## src/rtl/mul_pipeline.sv

```systemverilog
// rtl/mul_pipeline.sv - five-stage shift-pipelined 32-bit multiplier (low-word product)
// Each of ex1..ex4 folds one 8-bit multiplier slice into the accumulator; ex5 holds the result.
module mul_pipeline #(
    parameter int DATA_WIDTH     = 32,
    parameter int REGISTER_WIDTH = 5,
    parameter int ADDR_WIDTH     = 32
) (
    input  logic                      clk_i,
    input  logic                      rst_i,
    input  logic                      valid_i,
    input  logic [REGISTER_WIDTH-1:0] wr_reg_i,
    input  logic [DATA_WIDTH-1:0]     rs1_data_i,
    input  logic [DATA_WIDTH-1:0]     rs2_data_i,
    input  logic [ADDR_WIDTH-1:0]     pc_i,
    output logic                      ex1_valid_o,
    output logic                      ex2_valid_o,
    output logic                      ex3_valid_o,
    output logic                      ex4_valid_o,
    output logic                      ex5_valid_o,
    output logic [REGISTER_WIDTH-1:0] ex1_wr_reg_o,
    output logic [REGISTER_WIDTH-1:0] ex2_wr_reg_o,
    output logic [REGISTER_WIDTH-1:0] ex3_wr_reg_o,
    output logic [REGISTER_WIDTH-1:0] ex4_wr_reg_o,
    output logic [REGISTER_WIDTH-1:0] ex5_wr_reg_o,
    output logic [DATA_WIDTH-1:0]     ex5_result_o,
    output logic                      wb_is_next_cycle_o,
    output logic                      wb_valid_o,
    output logic [REGISTER_WIDTH-1:0] wb_reg_o,
    output logic [DATA_WIDTH-1:0]     wb_data_o,
`ifndef SYNTHESIS
    output logic [ADDR_WIDTH-1:0]     debug_ex5_pc_o,
`endif
    output logic                      busy_o
);

    localparam int STAGES = 5;

    logic [STAGES:1]           valid;
    logic [REGISTER_WIDTH-1:0] wr_reg [1:STAGES];
    logic [DATA_WIDTH-1:0]     acc    [1:STAGES];
    logic [DATA_WIDTH-1:0]     acc_d  [1:STAGES];
    // Operands are only needed while a slice remains to be folded (through ex3).
    logic [DATA_WIDTH-1:0]     rs1    [1:3];
    logic [DATA_WIDTH-1:0]     rs2    [1:3];

    // Partial product of slice k, truncated to DATA_WIDTH bits.
    function automatic logic [DATA_WIDTH-1:0] partial(
        input logic [DATA_WIDTH-1:0] a,
        input logic [DATA_WIDTH-1:0] b,
        input int                    k
    );
        logic [DATA_WIDTH-1:0] s;
        s      = '0;
        s[7:0] = b[8*k +: 8];
        return (a * s) << (8 * k);
    endfunction

    always_comb begin
        acc_d[1] = partial(rs1_data_i, rs2_data_i, 0);
        acc_d[2] = acc[1] + partial(rs1[1], rs2[1], 1);
        acc_d[3] = acc[2] + partial(rs1[2], rs2[2], 2);
        acc_d[4] = acc[3] + partial(rs1[3], rs2[3], 3);
        acc_d[5] = acc[4];
    end

    always_ff @(posedge clk_i or posedge rst_i) begin
        if (rst_i) begin
            valid <= '0;
            for (int i = 1; i <= STAGES; i++) begin
                wr_reg[i] <= '0;
                acc[i]    <= '0;
            end
            for (int i = 1; i <= 3; i++) begin
                rs1[i] <= '0;
                rs2[i] <= '0;
            end
        end else begin
            valid     <= {valid[STAGES-1:1], valid_i};
            wr_reg[1] <= wr_reg_i;
            rs1[1]    <= rs1_data_i;
            rs2[1]    <= rs2_data_i;
            for (int i = 2; i <= STAGES; i++) begin
                wr_reg[i] <= wr_reg[i-1];
            end
            for (int i = 2; i <= 3; i++) begin
                rs1[i] <= rs1[i-1];
                rs2[i] <= rs2[i-1];
            end
            for (int i = 1; i <= STAGES; i++) begin
                acc[i] <= acc_d[i];
            end
        end
    end

`ifndef SYNTHESIS
    logic [ADDR_WIDTH-1:0] pc [1:STAGES];

    always_ff @(posedge clk_i or posedge rst_i) begin
        if (rst_i) begin
            for (int i = 1; i <= STAGES; i++) begin
                pc[i] <= '0;
            end
        end else begin
            pc[1] <= pc_i;
            for (int i = 2; i <= STAGES; i++) begin
                pc[i] <= pc[i-1];
            end
        end
    end

    assign debug_ex5_pc_o = pc[5];
`else
    logic unused_pc;
    assign unused_pc = ^pc_i;
`endif

    assign ex1_valid_o  = valid[1];
    assign ex2_valid_o  = valid[2];
    assign ex3_valid_o  = valid[3];
    assign ex4_valid_o  = valid[4];
    assign ex5_valid_o  = valid[5];
    assign ex1_wr_reg_o = wr_reg[1];
    assign ex2_wr_reg_o = wr_reg[2];
    assign ex3_wr_reg_o = wr_reg[3];
    assign ex4_wr_reg_o = wr_reg[4];
    assign ex5_wr_reg_o = wr_reg[5];
    assign ex5_result_o = acc[5];

    assign wb_valid_o         = valid[5];
    assign wb_reg_o           = wr_reg[5];
    assign wb_data_o          = acc[5];
    assign wb_is_next_cycle_o = valid[4];
    assign busy_o             = |valid[4:1];

endmodule

```

## config.mk

```make
export PLATFORM = sky130hd
export DESIGN_NAME = mul_pipeline
export DESIGN_NICKNAME = d
export VERILOG_FILES = /design/src/rtl/mul_pipeline.sv
export SDC_FILE = /design/constraint.sdc
export NUM_CORES = 1
export LEC_CHECK = 0
export CAP_MARGIN = 10
export CORE_MARGIN = 4
export CORE_UTILIZATION = 45
export CTS_CLUSTER_SIZE = 20
export DETAILED_ROUTE_END_ITERATION = 16
export GPL_TIMING_DRIVEN = 0
export PLACE_DENSITY = 0.65
export SLEW_MARGIN = 15
export SYNTH_ARGS = -nofsm -noshare
export SYNTH_HDL_FRONTEND = slang
export SYNTH_SLANG_ARGS = --single-unit
```

## constraint.sdc

```tcl
create_clock -name clk_i -period 25.7 [get_ports clk_i]
set_input_delay 5.14 -clock clk_i [delete_from_list [all_inputs] [get_ports clk_i]]
set_output_delay 5.14 -clock clk_i [all_outputs]
set_load 0.05 [all_outputs]
```

; Word level (Yosys, flattened, before mapping)
; Cells that the tools add are included.
[word_totals]
reg_bits = 382
wordCells = 25
input_bits = 104
[op_classes]
n_addsub = 3
multipliers = 4
n_reduce_logical = 1
[op_table]
columns = op, count
row1 = 32-bit adder, 3
row2 = 32-bit by 8-bit multiplier with 16-bit output, 1
row3 = 32-bit by 8-bit multiplier with 24-bit output, 1
row4 = 32-bit by 8-bit multiplier with 32-bit output, 1
row5 = 32-bit by 8-bit multiplier with 8-bit output, 1
row6 = 4-bit OR reduction, 1

; Depth between registers and ports, before layout
[depth]
depth_word = 2
depth_mapped = 29
mapped_depth_nobuf = 28

; Worst setup path before layout
; No wires, ideal clock.
[synth_timing]
path_kind = input to register
start = input rs2_data_i[5]
end = register acc[159] (netlist bit)
setup_ps = 80
cell_stages = 18
required_time_ps = 25620
slack_ps = 15847
n_path_buf = 2
t_arrival_ps = 9773
path_cell_list = clkbuf_1 > clkbuf_1 > nand2_1 > fa_1 > fa_1 > fa_1 > fa_1 > inv_1 > ha_1 > or2_2 > or3_1 > o22a_1 > a21bo_2 > a221oi_2 > a21oi_1 > a211o_1 > a21oi_1 > xnor2_1
[synth_lines]
columns = element, line
row1 = start: declaration, 13  ; input logic [DATA_WIDTH-1:0] rs2_data_i,
row2 = end signal: indexed assignment, 90  ; acc[i] <= acc_d[i];
row3 = end: declaration, 40  ; logic [DATA_WIDTH-1:0] acc [1:STAGES];

==> metrics <==
outcome=complete, no violations; global route overflow=0; die footprint=56900 sq um; Worst EP arrival=11.40 ns; Leak=0.0128 uW; largest net degree at the start of global routing=113; CTS max path bufs=3; Max-Cap Viols=0; DR vias=15800; CTS tree=yes; H-Tree Depth=2; leading area contributor after synthesis=dfrtp_1; synthesis-to-layout area growth=15.7%; Die Ht=239 microns; power density over cell area=136 nW/um^2; total CTS buffers=34; Antenna Nets Post-Route=0; Cell variety after synth=59; Worst-Skew Late Latency=0.54 ns; Post-synth EDFFs=0; RSZ-0062 raised after global routing=no; Worst VDD drop=0.0927 mV; CTS sink count=286; clock root cell=clkbuf_16; gate count after technology mapping=2242; Rows=84; vias in the first global route=17300; critical path type=primary input to register; Fillers=4692; mean routed wirelength per cell=16.6 microns; Synthesized Nets=2843; worst hold margin=0.339 ns; first-pass GRT wire length=88.5 mm; final hold violations=0; clock slew seen by the registers of the worst setup and hold paths=0.07 ns; worst-path maximum fanout=10; DR vias/cell=5.00; layout net count=3051; share of the synthesized area in the top cell type=29.9%; predominant post-synthesis flop cell=dfrtp_1; drt pass-1 iters=5; Async SR Flop Fraction=100%; Antenna diodes=0; Post-CTS Setup Inserts=0; Syn Std Cell Area=23900 sq um; min-delay worst type=register to register; Synth Register Bits=286; initial antenna violation count=0; WHS Endpoint=ex5_result_o[8]; Final HPWL DP=42.4 mm; FF-to-FF Start=rs2[76]; # setup viols final=0; WP data required=26.15 ns; post-synthesis sequential area ratio=29.9%; most common cell after layout, fill and taps aside=fa_1; layout cells sized above 1=5.98%; r2r setup slk=18.44 ns; r2r worst-path depth=28; GP Congestion=0.873; f_max=91.3 MHz; # hold bufs at CTS=0; Least-Margin Pin Slew=0.675 ns; Tcrit/Tclk final=42.6%; startpoint types=primary input; Clock Skews=0.0244 ns; hold path startpoint=acc[40]; Starting Density=45.5%; synth warn=0; num ports=206; Total Neg Setup Slack=0 ns; syn avg cell area=10.7 sq um; Pins Over Slew Limit=0; Crit. End Element=register; DRC=0; post-CTS sizing=0; drt total wl=52.5 mm; Horiz. Die Dim=239 microns; most frequent cells in the layout=fa_1, inv_1, and2_1, dfrtp_1, nand2_1; RR Endpoint=acc[126]; initial DRC count=938; Core ar.=52600 sq um; hold depth=0; top cells by area, synth=dfrtp_1, fa_1, ha_1, and2_1, inv_1; Tmin final=10.95 ns; GRT Total Usage=19.2%; Slew HR=55.0%; PortBufs=170
layer usage:
| layer | vias to the layer above | wire (microns) | track usage, % |
|---|---|---|---|
| met2 | 401 | 26600 | 33.8 |
| met1 | 8007 | 21400 | 24.1 |
| li1 | 7278 | - | - |
| met4 | 0 | 1810 | 6.84 |
| met5 | - | 0 | 0 |
| met3 | 119 | 2690 | 3.10 |
Yosys cell counts, types with 12 or more instances:
master	instances
a21oi_1	65
ha_1	158
o21bai_1	12
buf_4	71
xnor2_1	104
xor2_1	46
o21a_1	16
a21o_1	30
and2_1	289
nand2_1	270
inv_1	309
clkbuf_1	44
dfrtp_1	286
nor3_1	12
o21ai_0	28
nor2_1	49
fa_1	339
state kept, by name, indices dropped and copies added (netlist names):
name	flops
rs1	48
acc	128
ex5_result_o	32
rs2	48
ex2_wr_reg_o	5
ex5_wr_reg_o	5
valid	5
ex1_wr_reg_o	5
ex3_wr_reg_o	5
ex4_wr_reg_o	5
critical path: stages:
cell	delay, ns
clkdlybuf4s50_1	0.50
clkbuf_1	0.45
clkbuf_1	0.50
nand2_1	0.19
fa_1	0.53
fa_1	0.55
inv_1	0.05
fa_1	0.47
inv_1	0.05
fa_1	0.48
inv_1	0.04
ha_1	0.32
nor2b_1	0.15
a311o_1	0.36
o31ai_1	0.31
a221o_1	0.35
o21ai_0	0.27
a211o_1	0.33
a21oi_1	0.19
xnor2_1	0.15
through the flow:
step / instance area (sq um) / instances / setup slack, ns / total power [uW] / util [%]
finish: 27700 / 3162 / 14.75 / 3760 / 52.7
CTS: 27700 / 3162 / 14.75 / 3800 / 52.7
global route: 27700 / 3162 / 14.51 / 4120 / 52.7
detailed placement: 26500 / 3102 / 14.19 / 3290 / 50.5
global placement: 26500 / 3100 / 9.29 / 3220 / 50.4
floorplan: 23900 / 2242 / 12.67 / 2690 / -
power breakdown:
part	switching [uW]	leakage (uW)	internal (uW)
combinational	1460	0.00896	1140
clock	198	0.000547	284
sequential	61.1	0.00334	619
total	1720	0.0128	2040
cell families after synthesis:
logic type      count (synthesis)  share of synthesized area [%]
simple gates                  681                           14.5
fa+ha+maj                     497                           36.6
buf+inv                       425                           7.78
flops                         286                           29.9
compound gates                203                           5.69
xor+xnor                      150                           5.49
area by class of cell:
cell class                 count  area [sq um]  area share (%)
clock inverter                19           191           0.692
inverter                     309          1170            4.22
sequential                   286          7160            25.9
multi-input combinational   1531         14900            53.8
timing repair buffer         172          1760            6.35
clock buffer                  41           938            3.39
buffer                       116           702            2.54
tap                          688           861            3.11
worst max-delay path by stage:
stage                        from       end  slack [ns]  cells after the start
finish              rs2_data_i[2]  acc[158]       14.75                     20
global route        rs2_data_i[2]  acc[158]       14.51                     20
CTS                 rs2_data_i[2]  acc[158]       14.75                     20
detailed placement  rs2_data_i[2]  acc[158]       14.19                     20
global placement            rst_i   rs2[84]        9.29                      2
floorplan                   rst_i  acc[100]       12.67                      1
Power figures use the tool's default switching activity.
==> RTL edit (config.mk and constraints unchanged) <==
Add an input register stage for `valid_i`, `wr_reg_i`, `rs1_data_i` and `rs2_data_i`, cleared by the reset; this delays them by one clock. The other inputs are not delayed to match.
--- a/src/rtl/mul_pipeline.sv
+++ b/src/rtl/mul_pipeline.sv
@@ -35,6 +35,25 @@
 
     localparam int STAGES = 5;
 
+    logic valid_q;
+    logic [REGISTER_WIDTH-1:0] wr_reg_q;
+    logic [DATA_WIDTH-1:0] rs1_data_q;
+    logic [DATA_WIDTH-1:0] rs2_data_q;
+
+    always_ff @(posedge clk_i or posedge rst_i) begin
+        if (rst_i) begin
+            valid_q    <= '0;
+            wr_reg_q   <= '0;
+            rs1_data_q <= '0;
+            rs2_data_q <= '0;
+        end else begin
+            valid_q    <= valid_i;
+            wr_reg_q   <= wr_reg_i;
+            rs1_data_q <= rs1_data_i;
+            rs2_data_q <= rs2_data_i;
+        end
+    end
+
     logic [STAGES:1]           valid;
     logic [REGISTER_WIDTH-1:0] wr_reg [1:STAGES];
     logic [DATA_WIDTH-1:0]     acc    [1:STAGES];
@@ -56,7 +75,7 @@
     endfunction
 
     always_comb begin
-        acc_d[1] = partial(rs1_data_i, rs2_data_i, 0);
+        acc_d[1] = partial(rs1_data_q, rs2_data_q, 0);
         acc_d[2] = acc[1] + partial(rs1[1], rs2[1], 1);
         acc_d[3] = acc[2] + partial(rs1[2], rs2[2], 2);
         acc_d[4] = acc[3] + partial(rs1[3], rs2[3], 3);
@@ -75,10 +94,10 @@
                 rs2[i] <= '0;
             end
         end else begin
-            valid     <= {valid[STAGES-1:1], valid_i};
-            wr_reg[1] <= wr_reg_i;
-            rs1[1]    <= rs1_data_i;
-            rs2[1]    <= rs2_data_i;
+            valid     <= {valid[STAGES-1:1], valid_q};
+            wr_reg[1] <= wr_reg_q;
+            rs1[1]    <= rs1_data_q;
+            rs2[1]    <= rs2_data_q;
             for (int i = 2; i <= STAGES; i++) begin
                 wr_reg[i] <= wr_reg[i-1];
             end
Behaviour: not the same (Yosys sat finds a counterexample within 4 cycles, from zero or initial values and one cycle with rst_i high).
==> RTL edit against the original RTL <==
  * Setup slack improved by 3.6 ns
  * Die area rose by 7.0%
  * First-iteration DRC count fell by 32%
  * Via count rose by 3.8%
  * Sequential cell count rose by 70
  * Area after synthesis rose by 7.3%
  * Routed wire length rose by 4.8%
  * Global-route usage fell by 0.26 points
  * Design area rose by 8.1%
  * Combinational power rose by 5%
  * Total power rose by 10%
  * Highest routed layer unchanged
  * Clock skew fell by 0.0086 ns
==> RTL edit: results (changes against the original RTL) <==
| Metric | Value |
|---|---|
| Vias per inst | 4.948 (-1.0%) |
| Synth async-reset ratio | 1.000 (unchanged) |
| Number of instances in the placed design | 3240 (+4.4%) |
| Hold path depth | 0 (unchanged) |
| Post-CTS Setup Inserts | 0 (unchanged) |
| Worst vdd ir | 0.00008934 V (-3.6%) |
| Initial antenna violation count | 1 (+1) |
| Total iterations of the first detailed-routing run | 5 (unchanged) |
| Static Leak | 0.01386 uW (+7.9%) |
| Worst R2R Path Depth | 27 (-3.6%) |
| Tot GR Track Use | 0.1895 (-0.002609) |
| Clk slew on worst S/H paths | 0.06 ns |
| Synth cell types | 56 (-5.1%) |
| Placer Congestion | 0.9123 (+4.5%) |
| # fillers | 4964 (+5.8%) |
| Layout Skew | 0.01583 ns (-0.008552 ns) |
| # H-tree levels | 2 (unchanged) |
| Max Root-Sink Buffers | 3 (unchanged) |
| Met3 WL | 3237 um (+20%) |
| Seq/Total Area, Yosys | 0.3471 (+0.04798) |
| Layout cell share with drive strength beyond 1 | 0.06177 (+0.001945) |
| Largest cells by area after synthesis | dfrtp_1 35%, fa_1 26%, ha_1 7.7%, and2_1 7.0%, inv_1 4.5% |
| HP Start | acc[129] |
| Crit path max-delay cell type | o41ai_2 |
| Total wire length | 54980 um (+4.8%) |
| Top cell type's share of synthesized area | 0.3471 (+0.04798) |
| Largest net degree at the start of global routing | 117 (+3.5%) |
| Status | finished, final reports clean |
| TritonCTS Buffers | 41 (+21%) |
| PostCTS Resize Cnt | 0 (unchanged) |
| Max layer used | met4 |
| Routed wire per std cell | 16.59 um (about the same) |
| WHS | 0.3417 ns (+0.002322 ns) |
| First-pass GRT wire length | 92120 um (+4.1%) |
| Mapped Cells | 2308 (+2.9%) |
| Cell area after placement | 28430 um^2 (+7.1%) |
| Port Buf Inserts | 173 (+1.8%) |
| Nets | 3128 (+2.5%) |
| Mapped Nets | 2909 (+2.3%) |
| Worst hold endpoint | acc[97] |
| Slowest stage delay, CP | 0.56 ns |
| Critical R2R Capture | acc[127] |
| Crit path arrival time | 7.84 ns (-3.56 ns) |
| Vias in the first global route | 17.67k (+1.9%) |
| Biggest regs | acc x128, rs1 x48, rs2 x48 |
| Slew @ Worst Pin | 0.7679 ns (+0.09247 ns) |
| Clk Latency, worst-skew pair | 0.56 ns (+0.02 ns) |
| Largest delay contributor family on the critical path | adder cells |
| R2R Setup Slk | 18.31 ns (-0.13 ns) |
| DP HPWL | 43000 um (+1.4%) |
| WL met2 | 26920 um (+1.3%) |
| DRT iter0 DRCs | 642 (-32%) |
| Metal-1 WL | 23070 um (+7.9%) |
| Most common library cells after synthesis | 356 x dfrtp_1, 339 x fa_1, 310 x inv_1 |
| Hold crit path type | register to register |
| Clk root buf | clkbuf_16 |
## RTL edit: cell count changes after synthesis, sizes merged, moves of 4 or more
cell	unedited run	this run
a21boi	5	1
a21o	32	40
a31oi	5	10
dfrtp	286	356
nand2	270	262
nor2	49	42
nor3	12	16
o41ai	0	4
xnor2	104	114
xor2	46	38
## RTL edit: power by group
group | switching [uW] | total (uW) | leakage, uW | internal (uW)
Sequential | 66.8 | 802 | 0.00416 | 735
Clock | 233 | 626 | 0.000732 | 393
Combinational | 1540 | 2720 | 0.00897 | 1180
Total | 1840 | 4140 | 0.0139 | 2300
## RTL edit: how the worst max path moves through the flow
stage                  start             end  slack (ns)  cells past startpoint
floorplan              rst_i        acc[100]       10.68                      1
global placement       rst_i  rs2_data_q[16]        6.79                      2
detailed placement   rs2[76]        acc[127]       18.42                     27
CTS                 valid[1]          busy_o       18.31                      2
global route         rs2[76]        acc[127]       17.81                     27
finish               rs2[76]        acc[127]       18.31                     27
## RTL edit: cell type report
class,count,area [um^2],share of cell area
antenna,1,2.502,0.00008365
clock buffer,53,1172,0.03919
buffer,116,701.9,0.02346
timing repair buffer,176,1814,0.06065
multi-input combinational,1526,14890,0.4977
inverter,310,1171,0.03915
tap,756,945.9,0.03162
clock inverter,21,309.0,0.01033
sequential,356,8909,0.2978
## RTL edit: logic make-up after synthesis
kind of cell	share of synthesized area
AOI/OAI and AO/OA	0.05476
xor gates and xnor gates	0.05188
adders and majority gates	0.3415
buffers and inverters	0.07270
DFF	0.3471
and+or+nand+nor	0.1320
## RTL edit: layer usage
metal | global-route usage | vias to the layer above
met5 | 0 | -
met4 | 0.06241 | 0
met3 | 0.03730 | 116
met2 | 0.3205 | 431
met1 | 0.2467 | 8336
li1 | - | 7520
